==> src/rtl/clk_tick_monitor.sv <==
// Receives the divided egg-timer clock into the clk_in domain, emits a tick per slow
// rising edge, measures each slow period and tracks lock / loss of the divider.
module clk_tick_monitor #(
    parameter int SYNC_STAGES = 2,
    parameter int PERIOD_W    = 16,
    parameter int EXP_PERIOD  = 10002,
    parameter int TOL         = 16,
    parameter int LOCK_COUNT  = 4
) (
    input  logic                clk_in,
    input  logic                reset,
    input  logic                enable,
    input  logic                slow_clk,
    output logic                tick,
    output logic [PERIOD_W-1:0] period,
    output logic                period_valid,
    output logic                locked,
    output logic                lost,
    output logic [7:0]          err_count
);

    localparam int GW = $clog2(LOCK_COUNT + 1);
    localparam logic [PERIOD_W-1:0] LO_LIM  = PERIOD_W'(EXP_PERIOD - TOL);
    localparam logic [PERIOD_W-1:0] HI_LIM  = PERIOD_W'(EXP_PERIOD + TOL);
    localparam logic [PERIOD_W-1:0] TO_LIM  = PERIOD_W'(EXP_PERIOD + TOL + 1);
    localparam logic [GW-1:0]       GOOD_LAST = GW'(LOCK_COUNT - 1);

    typedef enum logic [1:0] {
        ST_IDLE    = 2'd0,
        ST_ACQUIRE = 2'd1,
        ST_LOCKED  = 2'd2,
        ST_LOST    = 2'd3
    } state_t;

    logic [SYNC_STAGES-1:0] sync_q;
    logic                   s_d_q;
    logic [PERIOD_W-1:0]    cnt_q, cnt_d;
    logic [GW-1:0]          good_q, good_d;
    state_t                 state_q, state_d;
    logic                   tick_q, tick_d;
    logic [PERIOD_W-1:0]    period_q, period_d;
    logic                   pv_q, pv_d;
    logic                   locked_q, locked_d;
    logic                   lost_q, lost_d;
    logic [7:0]             err_q, err_d;

    logic s_s;
    logic rise_s;
    logic in_range_s;

    assign s_s        = sync_q[SYNC_STAGES-1];
    assign rise_s     = s_s & ~s_d_q;
    assign in_range_s = (cnt_q >= LO_LIM) && (cnt_q <= HI_LIM);

    // Next-state: period measurement, lock FSM and error counting.
    always_comb begin
        state_d  = state_q;
        cnt_d    = cnt_q;
        good_d   = good_q;
        period_d = period_q;
        err_d    = err_q;
        tick_d   = 1'b0;
        pv_d     = 1'b0;

        if (!enable) begin
            state_d = ST_IDLE;
            cnt_d   = '0;
            good_d  = '0;
        end else if (rise_s) begin
            tick_d = 1'b1;
            cnt_d  = PERIOD_W'(1);
            if (state_q != ST_IDLE) begin
                pv_d     = 1'b1;
                period_d = cnt_q;
            end else begin
                pv_d     = 1'b0;
            end
            case (state_q)
                ST_IDLE: begin
                    state_d = ST_ACQUIRE;
                    good_d  = '0;
                end
                ST_ACQUIRE: begin
                    if (in_range_s) begin
                        good_d = good_q + GW'(1);
                        if (good_q == GOOD_LAST) begin
                            state_d = ST_LOCKED;
                        end else begin
                            state_d = ST_ACQUIRE;
                        end
                    end else begin
                        good_d = '0;
                    end
                end
                ST_LOCKED: begin
                    if (!in_range_s) begin
                        state_d = ST_ACQUIRE;
                        good_d  = '0;
                        err_d   = (err_q == 8'hFF) ? err_q : err_q + 8'd1;
                    end else begin
                        state_d = ST_LOCKED;
                    end
                end
                ST_LOST: begin
                    // The recovery rise measures a broken interval, so it never counts as good.
                    state_d = ST_ACQUIRE;
                    good_d  = '0;
                end
                default: begin
                    state_d = ST_IDLE;
                    good_d  = '0;
                end
            endcase
        end else begin
            cnt_d = (cnt_q == {PERIOD_W{1'b1}}) ? cnt_q : cnt_q + PERIOD_W'(1);
            if (((state_q == ST_ACQUIRE) || (state_q == ST_LOCKED)) && (cnt_q == TO_LIM)) begin
                state_d = ST_LOST;
            end else begin
                state_d = state_q;
            end
        end
    end

    // Status flags are taken from the next state so they change on the same edge.
    always_comb begin
        locked_d = (state_d == ST_LOCKED);
        lost_d   = (state_d == ST_LOST);
    end

    // State registers; the synchroniser and edge detector run regardless of enable.
    always_ff @(posedge clk_in or posedge reset) begin
        if (reset) begin
            sync_q   <= '0;
            s_d_q    <= 1'b0;
            cnt_q    <= '0;
            good_q   <= '0;
            state_q  <= ST_IDLE;
            tick_q   <= 1'b0;
            period_q <= '0;
            pv_q     <= 1'b0;
            locked_q <= 1'b0;
            lost_q   <= 1'b0;
            err_q    <= 8'd0;
        end else begin
            sync_q   <= {sync_q[SYNC_STAGES-2:0], slow_clk};
            s_d_q    <= s_s;
            cnt_q    <= cnt_d;
            good_q   <= good_d;
            state_q  <= state_d;
            tick_q   <= tick_d;
            period_q <= period_d;
            pv_q     <= pv_d;
            locked_q <= locked_d;
            lost_q   <= lost_d;
            err_q    <= err_d;
        end
    end

    assign tick         = tick_q;
    assign period       = period_q;
    assign period_valid = pv_q;
    assign locked       = locked_q;
    assign lost         = lost_q;
    assign err_count    = err_q;

endmodule
==> config.mk <==
export PLATFORM = sky130hd
export DESIGN_NAME = clk_tick_monitor
export DESIGN_NICKNAME = d
export VERILOG_FILES = /design/src/rtl/clk_tick_monitor.sv
export SDC_FILE = /design/constraint.sdc
export NUM_CORES = 1
export LEC_CHECK = 0
export BUFFER_PORTS_ARGS = -buffer_cell sky130_fd_sc_hd__buf_2
export CAP_MARGIN = 20
export CORE_UTILIZATION = 51
export CTS_CLUSTER_DIAMETER = 100
export DETAILED_ROUTE_END_ITERATION = 16
export PLACE_DENSITY = 0.75
export SLEW_MARGIN = 20
export SYNTH_ARGS = -nofsm -noshare
export SYNTH_HDL_FRONTEND = slang
export SYNTH_SLANG_ARGS = --single-unit
==> constraint.sdc <==
create_clock -name clk_in -period 2.1 [get_ports clk_in]
set_input_delay 0.21 -clock clk_in [delete_from_list [all_inputs] [get_ports clk_in]]
set_output_delay 0.21 -clock clk_in [all_outputs]
set_load 0.02 [all_outputs]
==> metrics.txt, run 1 <==
n_diodes 0; simple-gate share of the synthesized area 15.4%; largest family of logic cells by synthesized area simple AND/OR/NAND/NOR gates; Max-Cap Viols 0; largest net degree at the start of global routing 53; CTS max path bufs 2; # setup viols final 0; vias in the first global route 1,789; routability cong. 0.859; I/O pin cnt 32; power density cells 600 mW/mm^2; H-tree levels 2; setup repair bufs after CTS 0; PnR worst setup slack 0.0156 ns; vias 1,853; CTS sink cnt 52; CP Data Arrival Time 2.29 ns; top-count cell post-synth dfrtp_1; fin. max-slew vios 0; Clk Latency, worst-skew pair 0.31 ns; drt total wl 4920 um; P&R area growth vs syn 18.0%; top_reg_cell synth dfrtp_1; P_leak 0.00141 uW; Routed Antenna Nets 0; f_max 480 MHz; VDD IR-drop max 0.000486 V; register bit total from synthesis 52; Ys Warns 0; initial core utilization 54.8%; first-pass detailed-route iteration total 4; Worst-path clk slew 0.10 ns; Seq/Total Area, Yosys 52.7%; share of layout cells above drive strength 1 30.7%; I/O Buffers 31; Area contributors post-synth dfrtp_1, mux2_2, ha_1; Post-synth EDFFs 0; core area 0.00450 sq mm; Remaining Overflow, GRT 0; commonest cells in the netlist dfrtp_1, mux2_2, nand2_1, nor2_1, inv_1; startpoint types flop; Worst-Margin Slew 0.629 ns; adder-cell share of the synthesized area 4.56%; cell taking the most area after synthesis dfrtp_1; # DRC 0; fillers 358; worst-path maximum fanout 5; Worst Skew 0.00760 ns; xor-xnor portion of the synthesized cell area 5.68%; FP Rows 24; CTS Buf Count 5; Mapped Nets 232; vias per cell 5.75; die height 71.6 um; Mapped Cells 219; period utilization 99.3%; Final Hold Fails 0; post-DP HPWL 3360 um; 1st-iter DRT viols 142; Hold Crit Class primary input to asynchronous set/reset pin; Tmin final 2.08 ns; Die Area 0.00512 sq mm; Synth Area in Compound Gates 10.5%; Synth top area share 52.7%; routed wire length per instance 15.3 um; fin nets 282; ys async rst share 100%; Slew HR 58.1%; worst hold slack 0.0553 ns; count of cell types in the netlist 46; Chip Width 71.6 um; CTS tree done; antenna violations before repair 0; pre-CTS WS -0.0180 ns; status finished clean; first-pass GRT wire length 8440 um; Critical Path RT 2.31 ns; clk root buf clkbuf_8; Syn Area/Cell 11.3 sq um; gr usage total 21.3%; critical path class flop to flop; Worst Setup End Kind flop; mux share of post-synthesis cell area 8.62%; Mapped Area 0.00247 sq mm
-- path summary, 6_finish.rpt --
check,startpoint,cells after the start,end,slack (ns)
setup / recovery,cnt_q[2],5,lost,0.02
hold / removal,reset,3,locked,0.06
setup reg to reg,cnt_q[2],5,lost,0.02
hold reg to reg,sync_q[0],0,sync_q[1],0.36
max in group asynchronous,reset,3,cnt_q[13],1.63
min in group clk_in,enable,3,good_q[0],0.21
-- stage by stage --
step | power [uW] | instances | setup TNS (ns) | area [sq um] | utilization (%)
detailed placement | 1200 | 313 | -0.0214 | 2790 | 62.0
CTS | 1770 | 322 | 0 | 2900 | 64.3
floorplan | 1150 | 219 | 0 | 2470 | -
global route | 1820 | 322 | -0.0210 | 2910 | 64.6
global placement | 1190 | 313 | 0 | 2790 | 62.0
finish | 1750 | 322 | 0 | 2910 | 64.6
-- cells by family after synthesis --
kind of cell,count (synthesis)
mux,19
flops,52
fa+ha+maj,9
simple gates,70
xor+xnor,16
buf+inv,15
compound gates,38
-- per-layer routing --
| metal | part of all wire (%) | up-vias | GRT usage (%) |
|---|---|---|---|
| li1 | - | 887 | - |
| met1 | 47 | 888 | 30.3 |
| met2 | 44 | 70 | 32.6 |
| met3 | 6.3 | 8 | 4.22 |
| met4 | 2.3 | 0 | 7.84 |
| met5 | 0 | - | 0 |
-- final cells by class --
type | count | area [sq um] | share of cell area [%]
Clock inverter | 3 | 18.8 | 0.645
Inverter | 11 | 41.3 | 1.42
Tap cell | 52 | 65.1 | 2.23
Timing Repair Buffer | 47 | 290 | 9.97
Clock buffer | 5 | 68.8 | 2.36
Multi-Input combinational cell | 152 | 1130 | 38.7
Sequential cell | 52 | 1300 | 44.7
-- power by group --
group | internal (uW) | total, uW | switching, uW
Clock | 233 | 569 | 336
Sequential | 1020 | 1030 | 11.5
Combinational | 54.0 | 146 | 91.6
Total | 1310 | 1750 | 439
-- cell usage in the layout, fill, tap and decap left out, types with 2 or more instances in the layout --
| cell type | count |
|---|---|
| a2111oi_1 | 2 |
| nand4_1 | 4 |
| nor3b_1 | 2 |
| clkinv_2 | 2 |
| xnor2_1 | 9 |
| nand3_1 | 7 |
| dfrtp_1 | 52 |
| buf_2 | 31 |
| a21oi_1 | 7 |
| nor3_1 | 7 |
| a211oi_1 | 5 |
| mux2_2 | 18 |
| buf_4 | 14 |
| and2_1 | 3 |
| nand2_1 | 12 |
| a31oi_1 | 4 |
| and3_1 | 6 |
| or3_1 | 2 |
| nor2_1 | 12 |
| o21ai_0 | 5 |
| a21o_1 | 2 |
| inv_1 | 10 |
| nor4_1 | 2 |
| clkbuf_8 | 5 |
| xor2_1 | 7 |
| ha_1 | 8 |
| o22ai_1 | 4 |
-- registers in the layout (all words and copies together) (netlist names) --
register      cells
lost              1
period           16
good_q            3
tick              1
err_count         8
sync_q            2
locked            1
state_q           2
s_d_q             1
cnt_q            16
period_valid      1
-- worst max-delay path, cell delays in order (launching register included) --
cell     delay [ns]
dfrtp_1        0.45
nor4b_2        0.48
nand2_1        0.24
a21o_1         0.29
a311o_2        0.35
and2_1         0.16
-- what timing repair did --
| item | in CTS | in global routing |
|---|---|---|
| pin swaps | 0 | 1 |
| endpoints found under the setup margin | 2 | 4 |
| hold buffers | 1 | 0 |
| endpoints found under the hold margin | 1 | 0 |
| gates resized for setup | 1 | 5 |
Note: power is estimated with default switching activity, not from simulation.
==> run 2, diff against run 1 <==
- CORE_ASPECT_RATIO: unset -> 0.75
==> metrics.txt, run 2 (same netlist as run 1, synthesis figures left out) <==
worst hold slack 0.254 ns; post-DP HPWL 3480 um; gr usage total 21.2%; Clk Latency, worst-skew pair 0.30 ns; fin. max-slew vios 0; RSZ-0062 raised after global routing no; Worst Setup End Kind flop; PnR worst setup slack 0.144 ns; initial core utilization 54.3%; Tmin final 1.96 ns; most frequent cells in the layout dfrtp_1, buf_2, mux2_2; worst-path maximum fanout 4; Fin Setup TNS 0 ns; Worst-Margin Slew 0.578 ns; internal cell power 1340 uW; power density cells 600 mW/mm^2; core area 0.00455 sq mm; VDD IR-drop max 0.000498 V; H-tree levels 2; I/O Buffers 31; vias in the first global route 1,739; most common cell after layout, fill and taps aside dfrtp_1; first-pass detailed-route iteration total 4; # DRC 0; worst reg-to-reg setup slack 0.14 ns; CP max stage delay 0.50 ns; Hold Crit Class primary input to flop; status finished clean; CTS max path bufs 2; I/O pin cnt 32; CP max-delay cell or4_4; share of layout cells above drive strength 1 31.0%; n_diodes 0; first-pass GRT wire length 8140 um; fin cells 328; Combinational Power Share 8.6%; clk root buf clkbuf_8; routed wire length per instance 14.5 um; Remaining Overflow, GRT 0; vias per cell 5.60; FP Rows 21; f_max 511 MHz; critical path class flop to flop; routability cong. 0.909; setup repair bufs after CTS 0; startpoint types flop; Slew HR 61.1%; drt total wl 4770 um; Placed Instances 318; vias 1,836; # setup viols final 0; CTS Buf Count 5; part of the power in registers 58.4%; largest net degree at the start of global routing 30; Tot Pwr 1770 uW; Chip Width 82.3 um; pre-CTS WS 0.0854 ns; worst path cell trace ha_2, and3_4, nor3b_2, or4_4, or3_1, a21oi_1; Worst Skew 0.00536 ns; Routed Antenna Nets 0; Max-Cap Viols 0; antenna violations before repair 0; clock power share 33.0%; Critical Path RT 2.33 ns; CTS sink cnt 52; die height 62.2 um; period utilization 93.1%; 1st-iter DRT viols 102; P&R area growth vs syn 19.5%; Final Hold Fails 0; P_sw 425 uW; CTS tree done; P_leak 0.00143 uW; CP Data Arrival Time 2.19 ns; Worst-path clk slew 0.09 ns; fin nets 283; Die Area 0.00512 sq mm; sw frac 24.0%
==> run 2: final cells by class <==
type	instances	area, sq um
sequential	52	1300
tap	57	71.3
multi-input combinational	152	1130
inverter	11	41.3
clock buffer	6	82.6
clock inverter	2	10.0
fill	366	1600
timing repair buffer	48	313
==> run 2: worst paths after layout <==
check	start	endpoint	cells past startpoint
worst max-delay path	cnt_q[0]	cnt_q[15]	6
worst min-delay path	enable	cnt_q[0]	3
worst max register to register	cnt_q[0]	cnt_q[15]	6
worst min register to register	sync_q[0]	sync_q[1]	0
max in group asynchronous	reset	period[14]	4
min in group asynchronous	reset	err_count[2]	3
==> run 2: power groups by stage <==
stage / Sequential [uW] / Clock (uW) / Combinational [uW]
finish: 1030 / 584 / 152
global route: 1040 / 646 / 169
CTS: 1030 / 604 / 151
detailed placement: 1050 / 0 / 149
global placement: 1050 / 0 / 146
floorplan: 1070 / 0 / 76.4
==> run 2: metal layers <==
metal  GRT usage [%]  share of wire [%]
met5               0                  0
met3            4.85                4.6
met2            29.2                 41
met1            32.8                 54
met4            6.58               0.94
==> run 2: repair_timing <==
action	4_1_cts	5_1_grt
gates resized for setup	0	5
hold buffers	1	1
endpoints found under the setup margin	0	3
endpoints found under the hold margin	23	1
==> run 2: per-stage QoR <==
stage | utilization (%) | area [sq um]
3_5_place_dp | 61.8 | 2810
3_3_place_gp | 61.8 | 2810
2_1_floorplan | - | 2470
5_1_grt | 64.9 | 2950
6_report | 64.9 | 2950
4_1_cts | 64.1 | 2910
==> run 2: worst max-delay path: cells and delay by family (launching register included) <==
kind            cells  cell delay, ns
simple gates        4            1.16
flops               1            0.39
fa+ha+maj           1            0.21
compound gates      1            0.14
==> run 3, diff against run 2 <==
- CORE_UTILIZATION: 51 -> 35
- PLACE_DENSITY: 0.75 -> unset
==> metrics.txt, run 3 (same netlist as run 1, synthesis figures left out) <==
status finished clean; I/O Buffers 31; startpoint types flop; Worst-Margin Slew 0.523 ns; clk root buf clkbuf_8; FP Rows 26; origin of the critical flop-to-flop path cnt_q[0]; 1st-iter DRT viols 177; worst reg-to-reg setup slack 0.07 ns; worst-path maximum fanout 7; P_leak 0.00142 uW; CTS sink cnt 52; Worst-path clk slew 0.09 ns; core area 0.00680 sq mm; fin nets 280; Slew HR 65.1%; pre-CTS WS 0.0559 ns; largest net degree at the start of global routing 31; setup repair bufs after CTS 0; Worst Setup End Kind flop; Remaining Overflow, GRT 0; Fin Setup TNS 0 ns; first-pass detailed-route iteration total 4; most frequent cells in the layout dfrtp_1, buf_2, mux2_2; critical path class flop to flop; post-DP HPWL 3550 um; hold-critical path depth 1; CTS Buf Count 5; # DRC 0; Final Hold Fails 0; fin cells 351; routability cong. 0.844; Critical R2R Capture cnt_q[15]; vias per cell 5.10; Worst Skew 0.0109 ns; cell count of the worst reg-to-reg path 6; power density cells 582 mW/mm^2; Routed Antenna Nets 0; share of layout cells above drive strength 1 30.3%; gr usage total 14.0%; Hold Crit Class primary input to flop; PnR worst setup slack 0.0715 ns; fin. max-slew vios 0; CP startpoint cnt_q[0]; H-tree levels 2; Chip Width 99.0 um; P&R area growth vs syn 19.6%; drt total wl 4810 um; Worst Hold End sync_q[0]; f_max 493 MHz; Tmin final 2.03 ns; Max-Cap Viols 0; die height 74.7 um; CP Data Arrival Time 2.26 ns; most common cell after layout, fill and taps aside dfrtp_1; CTS tree done; Critical Path RT 2.34 ns; min-delay src slow_clk; first-pass GRT wire length 8070 um; vias in the first global route 1,662; VDD IR-drop max 0.000308 V; period utilization 96.6%; # setup viols final 0; routed wire length per instance 13.7 um; Placed Instances 343; design area 0.00295 sq mm; I/O pin cnt 32; Die Area 0.00739 sq mm; dpl cell area 0.00283 sq mm; n_diodes 0; antenna violations before repair 0; Clk Latency, worst-skew pair 0.30 ns; CTS max path bufs 2; vias 1,790; initial core utilization 36.3%
run 3: critical path, cell delays in order (launching register included):
cell and delay [ns]:
dfrtp_1 0.41, ha_2 0.21, and3_1 0.20, nor3b_4 0.18
or4_4 0.50, or3_1 0.33, a21oi_2 0.13
run 3: where the power goes:
part	switching, uW	total (uW)	internal (uW)
combinational	90.9	146	55.5
sequential	13.2	1030	1020
clock	311	538	226
total	415	1720	1300
run 3: how the worst max path moves through the flow:
stage	end	slack, ns
floorplan	cnt_q[15]	0.06
CTS	cnt_q[15]	0.03
global route	lost	-0.05
finish	cnt_q[15]	0.07
global placement	lost	0.06
detailed placement	cnt_q[15]	0.06
run 3: what timing repair did:
action	4_1_cts	5_1_grt
gates resized for setup	0	7
hold buffers	1	0
endpoints found under the hold margin	22	0
setup endpoints to repair	0	4
run 3: stage by stage:
stage               util, %  hold slack (ns)  power [uW]
floorplan                 -            0.241        1150
global placement       41.6            0.280        1200
detailed placement     41.6            0.284        1200
CTS                    43.0           0.0107        1740
global route           43.4          0.00560        1800
finish                 43.4           0.0234        1720
run 3: per-layer routing:
| layer | up-vias | wire [um] | track usage [%] |
|---|---|---|---|
| met5 | - | 0 | 0 |
| met3 | 2 | 193 | 3.25 |
| met4 | 0 | 17 | 3.98 |
| li1 | 890 | - | - |
| met2 | 33 | 1950 | 19.7 |
| met1 | 865 | 2650 | 21.3 |
run 3: final cells by class:
| cell class | instances | area, sq um |
|---|---|---|
| sequential | 52 | 1300 |
| tap | 84 | 105 |
| fill | 665 | 3850 |
| inverter | 11 | 41.3 |
| clock inverter | 2 | 12.5 |
| multi-input combinational | 152 | 1130 |
| clock buffer | 5 | 68.8 |
| timing repair buffer | 45 | 288 |
